File: src/rtl/divider_sched.sv
// divider_sched: round-robin scheduler that time-shares one combinational,
// multicycle-constrained divider among NREQ requesters.
//
// Ports:
//   clk, rst                     clock, synchronous active-high reset
//   req[NREQ]                    per-requester request level
//   req_dividend / req_divisor   packed operands, requester i in slice i
//   gnt[NREQ]                    one-hot grant (combinational, IDLE only)
//   busy                         high whenever not IDLE
//   div_dividend / div_divisor   registered operands to the shared divider
//   div_quotient / div_remainder divider results
//   valid_out                    one-cycle result strobe
//   id_out                       requester that owns the result
//   quotient_out / remainder_out registered results, held after the strobe
//   dbz_out                      divide-by-zero flag for the result
module divider_sched #(
  parameter int DIVIDEND = 16,
  parameter int DIVISOR  = 8,
  parameter int NREQ     = 4,
  parameter int LAT      = 2,
  localparam int IDW     = $clog2(NREQ)
) (
  input  logic                     clk,
  input  logic                     rst,
  input  logic [NREQ-1:0]          req,
  input  logic [NREQ*DIVIDEND-1:0] req_dividend,
  input  logic [NREQ*DIVISOR-1:0]  req_divisor,
  output logic [NREQ-1:0]          gnt,
  output logic                     busy,
  output logic [DIVIDEND-1:0]      div_dividend,
  output logic [DIVISOR-1:0]       div_divisor,
  input  logic [DIVIDEND-1:0]      div_quotient,
  input  logic [DIVISOR-1:0]       div_remainder,
  output logic                     valid_out,
  output logic [IDW-1:0]           id_out,
  output logic [DIVIDEND-1:0]      quotient_out,
  output logic [DIVISOR-1:0]       remainder_out,
  output logic                     dbz_out
);

  localparam int CW = (LAT > 1) ? $clog2(LAT) : 1;

  typedef enum logic [1:0] {IDLE, BUSY, DONE} state_e;

  state_e              state_q, state_d;
  logic [IDW-1:0]      ptr_q, ptr_d;
  logic [IDW-1:0]      id_q, id_d;
  logic [IDW-1:0]      id_out_q, id_out_d;
  logic [CW-1:0]       cnt_q, cnt_d;
  logic [DIVIDEND-1:0] dd_q, dd_d;
  logic [DIVISOR-1:0]  dv_q, dv_d;
  logic [DIVIDEND-1:0] quot_q, quot_d;
  logic [DIVISOR-1:0]  rem_q, rem_d;
  logic                dbz_q, dbz_d;

  logic                found;
  logic [IDW-1:0]      gnt_idx;
  int                  j;
  logic [DIVIDEND-1:0] sel_dividend;
  logic [DIVISOR-1:0]  sel_divisor;

  // Round-robin search starting at ptr_q, wrapping past NREQ-1.
  always_comb begin
    found   = 1'b0;
    gnt_idx = '0;
    gnt     = '0;
    j       = 0;
    if (state_q == IDLE && !rst) begin
      for (int k = 0; k < NREQ; k++) begin
        j = int'(ptr_q) + k;
        if (j >= NREQ) j = j - NREQ;
        if (!found && req[j]) begin
          found   = 1'b1;
          gnt_idx = IDW'(j);
        end
      end
    end
    if (found) gnt[gnt_idx] = 1'b1;
  end

  assign sel_dividend = req_dividend[int'(gnt_idx)*DIVIDEND +: DIVIDEND];
  assign sel_divisor  = req_divisor[int'(gnt_idx)*DIVISOR +: DIVISOR];

  always_comb begin
    state_d  = state_q;
    ptr_d    = ptr_q;
    id_d     = id_q;
    id_out_d = id_out_q;
    cnt_d    = cnt_q;
    dd_d     = dd_q;
    dv_d     = dv_q;
    quot_d   = quot_q;
    rem_d    = rem_q;
    dbz_d    = dbz_q;
    case (state_q)
      IDLE: begin
        if (found) begin
          dd_d  = sel_dividend;
          dv_d  = sel_divisor;
          id_d  = gnt_idx;
          ptr_d = (gnt_idx == IDW'(NREQ-1)) ? '0 : gnt_idx + IDW'(1);
          if (sel_divisor == '0) begin
            // Zero divisor: skip the divider, result is ready next cycle.
            quot_d   = '1;
            rem_d    = '0;
            dbz_d    = 1'b1;
            id_out_d = gnt_idx;
            state_d  = DONE;
          end else begin
            cnt_d   = CW'(LAT-1);
            state_d = BUSY;
          end
        end
      end
      BUSY: begin
        // Operands have now been stable for LAT cycles.
        if (cnt_q == '0) begin
          quot_d   = div_quotient;
          rem_d    = div_remainder;
          dbz_d    = 1'b0;
          id_out_d = id_q;
          state_d  = DONE;
        end else begin
          cnt_d = cnt_q - CW'(1);
        end
      end
      DONE:    state_d = IDLE;
      default: state_d = IDLE;
    endcase
  end

  always_ff @(posedge clk) begin
    if (rst) begin
      state_q  <= IDLE;
      ptr_q    <= '0;
      id_q     <= '0;
      id_out_q <= '0;
      cnt_q    <= '0;
      dd_q     <= '0;
      dv_q     <= '0;
      quot_q   <= '0;
      rem_q    <= '0;
      dbz_q    <= 1'b0;
    end else begin
      state_q  <= state_d;
      ptr_q    <= ptr_d;
      id_q     <= id_d;
      id_out_q <= id_out_d;
      cnt_q    <= cnt_d;
      dd_q     <= dd_d;
      dv_q     <= dv_d;
      quot_q   <= quot_d;
      rem_q    <= rem_d;
      dbz_q    <= dbz_d;
    end
  end

  assign busy          = (state_q != IDLE);
  assign valid_out     = (state_q == DONE);
  assign div_dividend  = dd_q;
  assign div_divisor   = dv_q;
  assign id_out        = id_out_q;
  assign quotient_out  = quot_q;
  assign remainder_out = rem_q;
  assign dbz_out       = dbz_q;

endmodule
File: config.mk
export PLATFORM = sky130hd
export DESIGN_NAME = divider_sched
export DESIGN_NICKNAME = d
export VERILOG_FILES = /design/src/rtl/divider_sched.sv
export SDC_FILE = /design/constraint.sdc
export NUM_CORES = 1
export LEC_CHECK = 0
export ABC_AREA = 1
export ABC_CLOCK_PERIOD_IN_PS = 3100
export CORE_UTILIZATION = 39
export CTS_CLUSTER_SIZE = 24
export DETAILED_ROUTE_END_ITERATION = 10
export PLACE_DENSITY_LB_ADDON = 0.08
export SKIP_LAST_GASP = 1
export SYNTH_ARGS = -nofsm -noshare
export SYNTH_HDL_FRONTEND = slang
export SYNTH_SLANG_ARGS = --single-unit
File: constraint.sdc
create_clock -name clk -period 3.1 [get_ports clk]
set_clock_uncertainty 0.2 [all_clocks]
set_input_delay 0.465 -clock clk [delete_from_list [all_inputs] [get_ports clk]]
set_output_delay 0.465 -clock clk [all_outputs]
set_load 0.03 [all_outputs]
Yosys cells after proc, flatten, opt, wreduce, memory -nomap -nowiden. Index checks and enable logic that the tools add are counted.

Register bits: 58. Output and inout bits: 57. Logic and storage cells: 116. Input port bits: 126.

$add $sub $neg: 9. Mux-type cells: 61. Order comparisons: 10. Reduce and logical (&&, ||, !) cells: 17. Equality and inequality tests: 7. Shifts and indexed selects: 2.

Operator list (number): $mux W32 (8); $lt A32 B4 Y1 const B (4); $shiftx A64 B7 Y16 (1); $mux W16 (3); $pmux W16 S2 (1); $shiftx A32 B6 Y8 (1); $mux W2 (12); $mux W8 (3); $mux W1 (23); $pmux W8 S2 (1); $sub A3 B3 Y4 const B (3); $ge A3 B3 Y1 const B (3); $bmux W1 S2 (4); $logic_not A8 Y1 (1); $pmux W2 S2 (2); $add A2 B2 Y3 const B (2); $ne A2 B2 Y1 const B (3); $logic_and A1 B1 Y1 (5); $eq A2 B2 Y1 const B (2); $logic_not A1 Y1 (4); $mux W4 (1); $pmux W1 S2 (2); $reduce_and A2 Y1 (2); $reduce_and A4 Y1 (1); 13 further kinds (14).

Logic depth before layout (Yosys ltp).
Depth after elaboration: 25. Mapped depth: 23. Gate-level depth less buffers: 21.

Least setup slack after synthesis. No wires, ideal clock.

Path type: flip-flop to output port. Start: register state_q[1]. End: output gnt[3]. Path buffers: 2. Cell stages (with the launch flop): 13. Arrival: 2369 ps. Path slack: 66 ps. Data required time: 2435 ps. Cell sequence: dfxtp_1 > nor2_2 > inv_1 > nor2_2 > nand2_8 > inv_6 > nand2_4 > buf_4 > inv_1 > buf_1 > ha_1 > inv_1 > nor2_1.

Word-level cells in the longest chain between the ends: 8. Elaborated cells between the ends (all ways): 10. Classes of those cells: order compare: 2; mux: 5; reduce/logical: 3.

Ends and longest elaborated chain: start, declared (line 45) `state_e state_q, state_d;`; start signal, assigned (line 145) `state_q <= state_d;`; $logic_not A2 Y1 (*) (line 68) `if (state_q == IDLE && !rst) begin`; $logic_and A1 B1 Y1 (*) (line 68); $mux W2 (*) (line 68); via gnt_idx[0] (line 57) `logic [IDW-1:0] gnt_idx;`; $lt A2 B3 Y1 (implied by the code) or $ge A2 B1 Y1 (tied branches) (line 78) `if (found) gnt[gnt_idx] = 1'b1;`; $logic_and A1 B1 Y1 (implied by the code) (line 78); $mux W1 (implied by the code) (line 78); $demux W1 S2 (*) (line 78); $mux W4 (*) (line 78); end, declared (line 28) `output logic [NREQ-1:0] gnt,`.

The timed path passes the listed nets; every way through them passes the cells marked *.

Worst setup path after layout.
Start: input req[2]. End: output gnt[0].

Word-level cells in the longest chain between the ends: 22. Elaborated cells between the ends (all ways): 37. Classes of those cells: order compare: 2; mux: 28; reduce/logical: 7.

Ends and longest elaborated chain: start, declared (line 25) `input logic [NREQ-1:0] req,`; $bmux W1 S2 (line 72) `if (!found && req[j]) begin`; $mux W1 (implied by the code) (2 in series) (line 72); $mux W1 (line 72); $mux W1 (line 68); $logic_not A1 Y1 (line 72); $logic_and A1 B1 Y1 (line 72); $mux W1 (line 72); $mux W1 (line 68); [... 5 more ...]; $logic_and A1 B1 Y1 (line 72); $mux W2 (line 72); $mux W2 (line 68); $lt A2 B3 Y1 (implied by the code) or $ge A2 B1 Y1 (tied branches) (line 78); $logic_and A1 B1 Y1 (implied by the code) (line 78); $mux W1 (implied by the code) (line 78); $demux W1 S2 (line 78); $mux W4 (*) (line 78).

Mark *: on every way between the ends. The rest lies on a longest branch, timed or not. The select of a mux whose other input is x is not followed.

==> reports/metrics.csv <==
stage,metric,value,unit
run_status,status,"complete, no violations",
synthesis,ys_async_sr_fraction,0,%
sta,period_share,96.8,%
sta,slew_worst_pin,518,ps
synthesis,synth-edff-count,0,
pwr,ir_drop,431,uV
floorplanning,floorplan.die_area,8870,sq um
drt,final_routed_wire_length_divided_by_cell_count,13.4,um
synthesis,syn-cell-area,3310,sq um
setup_path,r2r_cell_count,22,
placed_design,post-dp-hpwl,8110,um
setup_path,critPathMaxFanout,10,
synthesis,yosys.area.top_type,dfxtp_1,
floorplanning,floorplan.initialDensity,40.3,%
drt,drt_iter0_markers,86,
finish,n_antenna_cell,0,
synthesis,ys_top_cells_by_area,"dfxtp_1, nand2_1, nor2_1",
synthesis,yosys.area.top_type_share,35.0,%
hold_path,min_delay_path_depth,2,
grt,global_route_wire_length_before_repair,17000,um
drt,routed_via_density,4.87,
drt,final_ant_viol_nets,0,
synthesis,seq_area_frac_synth,35.0,%
setup_path,critPathTopFamily,buffers and inverters,
synthesis,yosys_warnings,0,
sta,setup_total_negative_slack,0,ps
sta,fin_ws,99.8,ps
sta,final_max_slew_viol_count,0,
clocking,cts-hold-fix-buffers,0,
drt,route.detailed.drc,0,
clocking,clock_tree.buffer_depth,2,
clocking,cts_tree,yes,
synthesis,synthCells,509,
grt,grt_antenna_before_repair,0,
drt,num_vias,3922,
drt,drt_pass1_iterations,4,
clocking,cts_inserted_buffers,9,
floorplanning,core_area,8220,sq um
drt,route.final.wire_length,10800,um
grt,global_route_overflow,0,
pwr,power_density,925,nW/um^2
placed_design,buffer_ports.inserted,182,
floorplanning,fp.dieW,94.2,um
pwr,p_leak,0.00233,uW
sta,fin_crit,3000,ps
clocking,ctsRootBufferMaster,clkbuf_8,
setup_path,worstReg2RegEnd,remainder_out[6],
placed_design,preCtsSetupSlack,-88.9,ps
setup_path,worstReg2RegStart,ptr_q[0],
setup_path,slowest_delay,430,ps
synthesis,synth.distinct_cells,28,
floorplanning,num_rows,33,
hold_path,min-delay-start,quotient_out[15],
setup_path,element_type_at_the_critical_path_start,input pin,
sta,report.final.hold_viol_count,0,
sta,maxClockFrequency,333,MHz
clocking,worst_setup_hold_path_clk_slew,70,ps
synthesis,synthMostInstantiatedCell,nand2_1,
setup_path,required,2430,ps
synthesis,net_count_synth,639,
synthesis,synth-main-ff-cell,dfxtp_1,
grt,groute.usage.overall,24.5,%
grt,grt_max_degree,36,
finish,fin_nets,826,
hold_path,path_category_of_the_worst_min_delay_check,reg2reg,
job,maxCapViolCount,0,
setup_path,critPathArrivalTime,2340,ps
hold_path,hold_path_end,quotient_out[15],
grt,first_global_vias,3823,
clocking,clock_insertion_delay_worst_skew,330,ps
setup_path,critical_path.slowest_cell,clkdlybuf4s50_1,
setup_path,worst-setup-path-type,in2out,
placed_design,place.gp.congestion,0.806,
sta,setup_viol,0,
finish,drive_above_1_share,11.1,%
setup_path,cp.buffers_inverters,6,
setup_path,reg2reg_slack,320,ps
setup_path,critical_path.cell_chain,clkdlybuf4s50_1 -> inv_1 -> nand2_1 -> nand3_2 -> nand2_2 -> nor2_4 -> nand3_4 -> nand2_8 -> clkinv_8 -> nand2_4 -> buf_6 -> ha_1 -> inv_1 -> nor2_2 -> buf_6,
sta,relSlewSlack,65.4,%
clocking,cts_num_sinks,58,
finish,area_delta_synth_final,68.2,%
synthesis,synth.cells.most_frequent,"nand2_1, nor2_1, dfxtp_1, nand3_1, a21oi_1",
floorplanning,ioPinCount,183,
clocking,cts_max_level,3,
synthesis,syn-mean-instance-area,6.51,sq um
sta,rsz0062_at_grt,yes,
synthesis,synth.ff_latch_count,58,
setup_path,worst_setup_ep_type,primary output,
floorplanning,fp.dieH,94.2,um
## area by class of cell
class	instances	area (sq um)
fill	720	2640
timing repair buffer	205	2030
multi-input combinational	378	1840
sequential	58	1160
inverter	43	179
clock buffer	11	141
tap	105	131
clock inverter	5	77.6
timing repair inverter	1	8.76
## worst reg2reg max path: cells and delay by family (launching register included)
family | cells | cell delay (ps)
AND/OR/NAND/NOR | 18 | 1690
buffers and inverters | 4 | 470
flip-flops | 1 | 350
## flip-flops by register name (all words and copies together), names as in the netlist
register,count
id_q,2
cnt_q,1
state_q,2
dbz_out,1
remainder_out,8
ptr_q,2
id_out,2
div_divisor,8
div_dividend,16
quotient_out,16
## metal layers
metal / GRT usage [%] / wire (um) / vias up
met4: 8.46 / 174 / 0
met1: 24.9 / 4270 / 1735
met5: 0 / 0 / -
met2: 46.6 / 5570 / 126
met3: 7.52 / 783 / 19
li1: - / - / 2042
## worst max-delay path by stage
stage / from / to / slack (ps) / cells after the start
floorplan: state_q[1] / gnt[3] / 70 / 12
finish: req[2] / gnt[0] / 100 / 15
global placement: req[1] / remainder_out[6] / 20 / 21
global route: req[2] / gnt[1] / -30 / 15
CTS: req[2] / gnt[3] / 30 / 15
detailed placement: req[2] / remainder_out[6] / -90 / 21
## placed cells by master, fill, tap and decap left out, types with 19 or more instances in the layout
master             n
nor2_1            76
inv_1             34
o21ai_0           42
nand2_1          107
buf_4             19
a21oi_1           48
dfxtp_1           56
clkdlybuf4s50_1  178
nand3_1           56
## cells by family after synthesis
family / count (synthesis) / synth area share (%)
DFF: 58 / 35.0
AOI/OAI and AO/OA: 109 / 17.9
buffers and inverters: 73 / 10.3
and+or+nand+nor: 265 / 35.3
adders and majority gates: 4 / 1.51
## stage by stage
step	area [sq um]	power, uW	utilization, %	hold WS, ps	std cells
finish	5570	5160	67.8	246	806
global route	5570	5530	67.8	275	806
CTS	5470	5050	66.5	247	799
detailed placement	5250	4260	63.9	237	783
global placement	5250	4210	63.9	235	783
floorplan	3310	3170	-	233	509
## report_power, final
group | internal [uW] | total, uW | switching (uW)
Combinational | 1290 | 3220 | 1930
Clock | 472 | 773 | 300
Sequential | 1010 | 1160 | 150
Total | 2780 | 5160 | 2380
## timing repair
item | in CTS | in global routing
resized for setup | 0 | 19
setup buffers | 0 | 5
setup endpoints to repair | 0 | 5
(Power assumes the default switching activity.)
